**src/rtl/mux_arbiter.sv**
```systemverilog
// mux_arbiter: N-channel arbiter feeding a single-entry registered output.
// Supports fixed-select and round-robin grant modes with ready/valid flow control.
module mux_arbiter #(
    parameter int unsigned WIDTH     = 32,
    parameter int unsigned CHANNELS  = 3,
    parameter int unsigned SEL_WIDTH = 2
) (
    input  logic                         clock,
    input  logic                         reset,
    input  logic [CHANNELS*WIDTH-1:0]    in_data,
    input  logic [CHANNELS-1:0]          in_valid,
    output logic [CHANNELS-1:0]          in_ready,
    input  logic                         mode,
    input  logic [SEL_WIDTH-1:0]         select,
    output logic [WIDTH-1:0]             out_data,
    output logic [SEL_WIDTH-1:0]         out_channel,
    output logic                         out_valid,
    input  logic                         out_ready
);

    localparam int unsigned SEL_SPAN = 1 << SEL_WIDTH;
    localparam logic [SEL_WIDTH-1:0] LAST_RST = SEL_WIDTH'(CHANNELS - 1);

    logic [WIDTH-1:0]                r_out_data;
    logic [SEL_WIDTH-1:0]            r_out_channel;
    logic                            r_out_valid;
    logic [SEL_WIDTH-1:0]            r_last;

    logic                            w_load_en;
    logic [SEL_SPAN-1:0]             w_valid_pad;
    logic [SEL_SPAN-1:0][WIDTH-1:0]  w_data_arr;
    logic                            w_fix_grant;
    logic                            w_rr_grant;
    logic [SEL_WIDTH-1:0]            w_rr_idx;
    logic [SEL_WIDTH-1:0]            w_rr_cand;
    logic                            w_grant;
    logic [SEL_WIDTH-1:0]            w_grant_idx;
    logic [CHANNELS-1:0]             w_grant_vec;
    logic [WIDTH-1:0]                w_grant_data;

    // Zero-pad channels to the full select span so out-of-range indices read as idle
    always_comb begin
        w_valid_pad = SEL_SPAN'(in_valid);
        w_data_arr  = (SEL_SPAN * WIDTH)'(in_data);
    end

    // Output register may accept a new word when empty or draining this cycle
    always_comb begin
        w_load_en   = !r_out_valid || out_ready;
        w_fix_grant = w_valid_pad[select];
    end

    // Round-robin search: first valid channel after the last round-robin winner
    always_comb begin
        w_rr_grant = 1'b0;
        w_rr_idx   = '0;
        w_rr_cand  = '0;
        for (int unsigned k = 1; k <= CHANNELS; k++) begin
            w_rr_cand = SEL_WIDTH'((32'(r_last) + k) % CHANNELS);
            if (!w_rr_grant && w_valid_pad[w_rr_cand]) begin
                w_rr_grant = 1'b1;
                w_rr_idx   = w_rr_cand;
            end
        end
    end

    // Final grant decision, one-hot ready vector and selected data
    always_comb begin
        w_grant      = !reset && w_load_en && (mode ? w_rr_grant : w_fix_grant);
        w_grant_idx  = mode ? w_rr_idx : select;
        w_grant_vec  = w_grant ? CHANNELS'(SEL_SPAN'(1) << w_grant_idx) : '0;
        w_grant_data = w_data_arr[w_grant_idx];
    end

    // Output register and round-robin pointer
    always_ff @(posedge clock or posedge reset) begin
        if (reset) begin
            r_out_valid   <= 1'b0;
            r_out_data    <= '0;
            r_out_channel <= '0;
            r_last        <= LAST_RST;
        end else if (w_grant) begin
            r_out_valid   <= 1'b1;
            r_out_data    <= w_grant_data;
            r_out_channel <= w_grant_idx;
            if (mode) begin
                r_last <= w_grant_idx;
            end
        end else if (out_ready) begin
            r_out_valid <= 1'b0;
        end
    end

    assign in_ready    = w_grant_vec;
    assign out_data    = r_out_data;
    assign out_channel = r_out_channel;
    assign out_valid   = r_out_valid;

endmodule
```
**config.mk**
```make
export PLATFORM = sky130hd
export DESIGN_NAME = mux_arbiter
export DESIGN_NICKNAME = d
export VERILOG_FILES = /design/src/rtl/mux_arbiter.sv
export SDC_FILE = /design/constraint.sdc
export NUM_CORES = 1
export LEC_CHECK = 0
export BUFFER_PORTS_ARGS = -buffer_cell sky130_fd_sc_hd__buf_2
export CORE_MARGIN = 2
export CORE_UTILIZATION = 48
export DETAILED_ROUTE_END_ITERATION = 8
export GPL_TIMING_DRIVEN = 1
export PLACE_DENSITY_LB_ADDON = 0.15
export SYNTH_ARGS = -nofsm -noshare
export SYNTH_HDL_FRONTEND = slang
export SYNTH_SLANG_ARGS = --single-unit
```
**constraint.sdc**
```tcl
create_clock -name clock -period 7.9 [get_ports clock]
set_input_delay 1.58 -clock clock [delete_from_list [all_inputs] [get_ports clock]]
set_output_delay 1.58 -clock clock [all_outputs]
set_load 0.01 [all_outputs]
```
# After elaboration in Yosys (flattened, before gate mapping)
# Index checks and enable logic that the tools add are counted.
# totals
register_bits	37
in_bits	105
output_inout_bits	38
# classes
shift	1
n_mux	21
div_mod_pow	3
order_cmp	5
n_reduce_logical	11
addsub	3
# op_table
op	count
32-bit by 2-bit remainder unit with 32-bit output, second input constant	3
32-bit binary-select mux with 2-bit select	1
32-bit 2-to-1 mux	1
2-bit by 3-bit less-than comparator with 1-bit output, second input constant	5
1-bit 2-to-1 mux	10
1-bit binary-select mux with 2-bit select	4
2-bit 2-to-1 mux	4
2-bit by 2-bit adder with 3-bit output, second input constant	2
1-bit logical AND	4
1-bit zero test	4
2-bit by 1-bit adder with 3-bit output, second input constant	1
3-bit 2-to-1 mux	1
1-bit by 2-bit << shifter with 3-bit output, first input constant	1
2-bit AND reduction	1
2-bit nonzero test	1
1-bit logical OR	1

# Depth between registers and ports, before layout
# logic_depth
word_depth	14
depth_mapped	11
depth_no_buf	8

# Worst setup path after synthesis
# Ideal clock, no wire load.
# synth_timing
kind	input-to-output
startpoint	input port mode
endpoint	output port in_ready[0]
required_time_ns	6.320
path_stages	8
t_arrival_ns	2.818
n_path_buf	3
slack_ns	3.502
cell_sequence	clkbuf_1 a31oi_1 o21ai_0 o311a_1 buf_6 buf_6 nand2_1 a21oi_1
# synth_between
elab_chain_cells	3
elab_cells_between_ends	5
cone_classes	shift: 1; mux: 3; reduce/logical: 1
# synth_rtl
element	line_no	source
start, declared	13	input logic mode,
2-bit 2-to-1 mux / 1-bit 2-to-1 mux (equally long branches)	70, 69	
1-bit by 2-bit << shifter with 3-bit output / 1-bit logical AND (equally long branches)	71, 69	
3-bit 2-to-1 mux *	71	w_grant_vec = w_grant ? CHANNELS'(SEL_SPAN'(1) << w_grant_idx) : '0;
end, declared	12	output logic [CHANNELS-1:0] in_ready,
# Every way passes the cells marked *; elsewhere a longest branch is shown, timed or not.

# Worst setup path after layout
# layout_timing
startpoint	input port in_valid[1]
endpoint	output port in_ready[0]
# layout_between
elab_chain_cells	12
elab_cells_between_ends	23
cone_classes	shift: 1; mux: 17; reduce/logical: 5
# layout_rtl
element	line_no	source
start, declared	11	input logic [CHANNELS-1:0] in_valid,
1-bit binary-select mux with 2-bit select	60	if (!w_rr_grant && w_valid_pad[w_rr_cand]) begin
1-bit 2-to-1 mux (not written as such)	60	
1-bit 2-to-1 mux	60	
1-bit zero test	60	
1-bit logical AND	60	
1-bit 2-to-1 mux	60	
1-bit zero test	60	
1-bit logical AND	60	
2-bit 2-to-1 mux / 1-bit 2-to-1 mux (equally long branches)	60	
2-bit 2-to-1 mux / 1-bit 2-to-1 mux (equally long branches)	70, 69	
1-bit by 2-bit << shifter with 3-bit output / 1-bit logical AND (equally long branches)	71, 69	
3-bit 2-to-1 mux *	71	
# Every way passes the cells marked *; elsewhere a longest branch is shown, timed or not. The select of a mux whose other input is x is not followed.

==> results.md <==
- Kind of cell adding the most delay to the critical path: compound AO/OA/AOI/OAI gates
- Leakage: 1.65 nW
- CTS tree: yes
- DRC Markers: 0
- Global-route wire length before repair: 12.2 mm
- FF/Latch Area: 927 sq um
- Final TNS setup: 0 ps
- Area grow syn2layout: 29.2%
- Buf+Inv Stages, Crit Path: 2
- CP endpoint kind: primary output
- Largest net degree at the start of global routing: 39
- Die Y: about 77 um
- Hpwl dp: 5.13 mm
- Htree depth: 2
- Slew @ Worst Pin: about 1300 ps
- CTS Sinks: 37
- Mapped Nets: 426
- Pwr Density: 316 nW/um^2
- Post-Syn Instances: roughly 320
- CP arrival: 3640 ps
- Vias in the first global route: approximately 2600
- Setup repair bufs after CTS: 0
- Fin Hold WS: 472 ps
- Layout cells sized above 1: 37.0%
- 1st-pass router iterations: 5
- Initial Utilization: 49.9%
- Final hold vios: 0
- Setup violators final: 0
- Seq/Total Area, Yosys: between 30 and 40%
- Post-synthesis compound-gate area fraction: 15.4%
- Max-Cap Viols: 0
- Critical Path Fanout Max: 38
- EDFF count, synth: 0
- Initial antenna violation count: 0
- Highest clock rate: approximately 190 MHz
- Number of gates resized after cts: 0
- Worst setup path category: in -> out
- Hold Crit Class: reg -> reg
- ANT cells: 0
- Syn avg cell area: roughly 8.1 sq um
- Pins Over Slew Limit: 0
- RD Place Congestion: ~0.89
- GRT overflow: 0
- Synth Flop Type: dfrtp_1
- Worst skew pair latency: 280 ps
- Cell taking the most area after synthesis: dfrtp_1
- Die X: 77.1 um
- Crit path max-delay cell type: o311a_2
- Status: completed
- Synth Area in Adders: 1.95%
- Tot GR Track Use: 25.2%
- Clock slew at reported path FFs: 60 ps
- Clock Root Buffer: clkbuf_8
- Top-area cell type share of the netlist area: 35.1%
- Simple-Gate Fraction of Synth Area: roughly a quarter
- Worst Skew: 7.45 ps
- TritonCTS buffer count: 5
- Fill cell count: between 400 and 500
- RSZ-0062 raised after global routing: no
- Ys Warns: 0
- Antenna Nets Post-Route: 0
- Post-synthesis mux area share: 14.6%
- Post-Syn Area: around 2600 sq um
- CP required: 6320 ps
- Site row count: 26
- Final layout net count: ~550
- Fin crit period: ~5200 ps
- Layout Utilization: approximately 64%
- Number of port buffers: 142
- Die ar.: 5940 sq um
- Netlist cell types: 34
- Crit path cell chain: buf_2, nand3b_1, o21a_1, nand2_1, o311a_2, nand2_1, a21oi_1, buf_2
- Fraction of synthesized cell area in xor and xnor cells: 0%
- Non-filler cells, final: 513
- Yosys reg bits: 37
- Inst Count DP: 507
- Area contributors post-synth: dfrtp_1, mux2i_1, nand2_1
- Worst VDD drop: 0.217 mV
- Via-to-Cell Ratio: 5.44
- Core area: roughly 5000 sq um
- FFs w/ async S/R, synth: 100%
- Post-Place Worst Slack: 2700 ps
- Wire length per cell: 14.7 um
- I/O pin total: 143
- Max stage delay on crit path: 980 ps
- Combinational family with the most area after synthesis: simple AND/OR/NAND/NOR gates
- Area taken by multi-input logic gates: 1460 sq um
- Initial DRC count: 181
- Total routed wirelength: 7.53 mm
- Post-cts hold buffer count: 0
- Post-route clock period utilization: 66.1%
- Maximum root-to-sink buffer count: 2
- Rel. slew slack: 14.2%
- Vias: 2789
- CP Launch Type: input port
- Final WS setup: 2680 ps
## layout by cell type, fill, tap and decap left out, types with 4 or more instances in the layout
master	Yosys	layout
buf_4	0	4
dfrtp_1	36	36
buf_2	4	142
nand2_1	71	71
o21ai_0	5	5
inv_1	7	7
mux2i_1	35	35
ha_1	4	4
a31oi_1	31	31
clkbuf_8	0	5
nor2_1	38	37
nand3_1	33	33
## report_power, final
part	switching [mW]	internal (mW)	leakage, nW
Clock	0.0625	0.0580	0.0399
Combinational	0.346	0.244	1.19
Sequential	0.0505	0.286	0.420
Total	0.459	0.588	1.65
## sequential cells by signal (all words and copies together), names as in the netlist
| register | flops |
|---|---|
| out_data | 32 |
| out_channel | 2 |
| out_valid | 1 |
| r_last | 2 |
## synth_stat cells (3+ instances only)
| cell | count |
|---|---|
| ha_1 | 4 |
| nor2_1 | 38 |
| nand3_1 | 33 |
| mux2i_1 | 35 |
| a31oi_1 | 31 |
| o21ai_0 | 5 |
| a31oi_2 | 3 |
| inv_1 | 7 |
| dfrtp_1 | 36 |
| nand2_1 | 71 |
| buf_2 | 4 |
| buf_6 | 8 |
| a21oi_1 | 3 |
| o21ai_1 | 3 |
| nand3b_1 | 3 |
| clkbuf_1 | 13 |
## stage by stage
stage / instance area, sq um / power, mW
global placement: 3240 / 0.914
finish: 3310 / 1.05
floorplan: 2560 / 0.741
CTS: 3310 / 1.05
global route: 3310 / 1.13
detailed placement: 3240 / 0.928
## path summary, 6_finish.rpt
check                                from             end  slack (ps)  depth (start not counted)
setup / recovery              in_valid[1]     in_ready[0]        2680                          8
hold / removal             out_channel[1]  out_channel[1]         470                          1
setup reg to reg                r_last[1]     out_data[6]        3960                          8
hold reg to reg            out_channel[1]  out_channel[1]         470                          1
max in group asynchronous           reset       r_last[1]        6120                          3
min in group asynchronous           reset  out_channel[0]        1420                          3
## cell type report
type / count / area share (%)
clock buffers: 5 / 2.08
clock inverters: 1 / 0.151
inverters: 7 / 0.793
multi-input cells: 247 / 44.0
flip-flops and latches: 37 / 28.0
well taps: 70 / 2.64
repair buffers: 146 / 22.3
## logic make-up after synthesis
group | count (synthesis)
simple gates | 150
compound gates | 56
mux | 37
flops | 37
buf+inv | 33
fa+ha+maj | 4
## per-layer routing
| metal | routed length [um] | up-vias | GRT usage [%] |
|---|---|---|---|
| met3 | 542 | 6 | 3.88 |
| met4 | 63 | 0 | 7.32 |
| met2 | 3840 | 123 | 45.5 |
| li1 | - | 1353 | - |
| met5 | 0 | - | 0 |
| met1 | 3090 | 1307 | 31.0 |
Note: power is estimated with default switching activity, not from simulation.
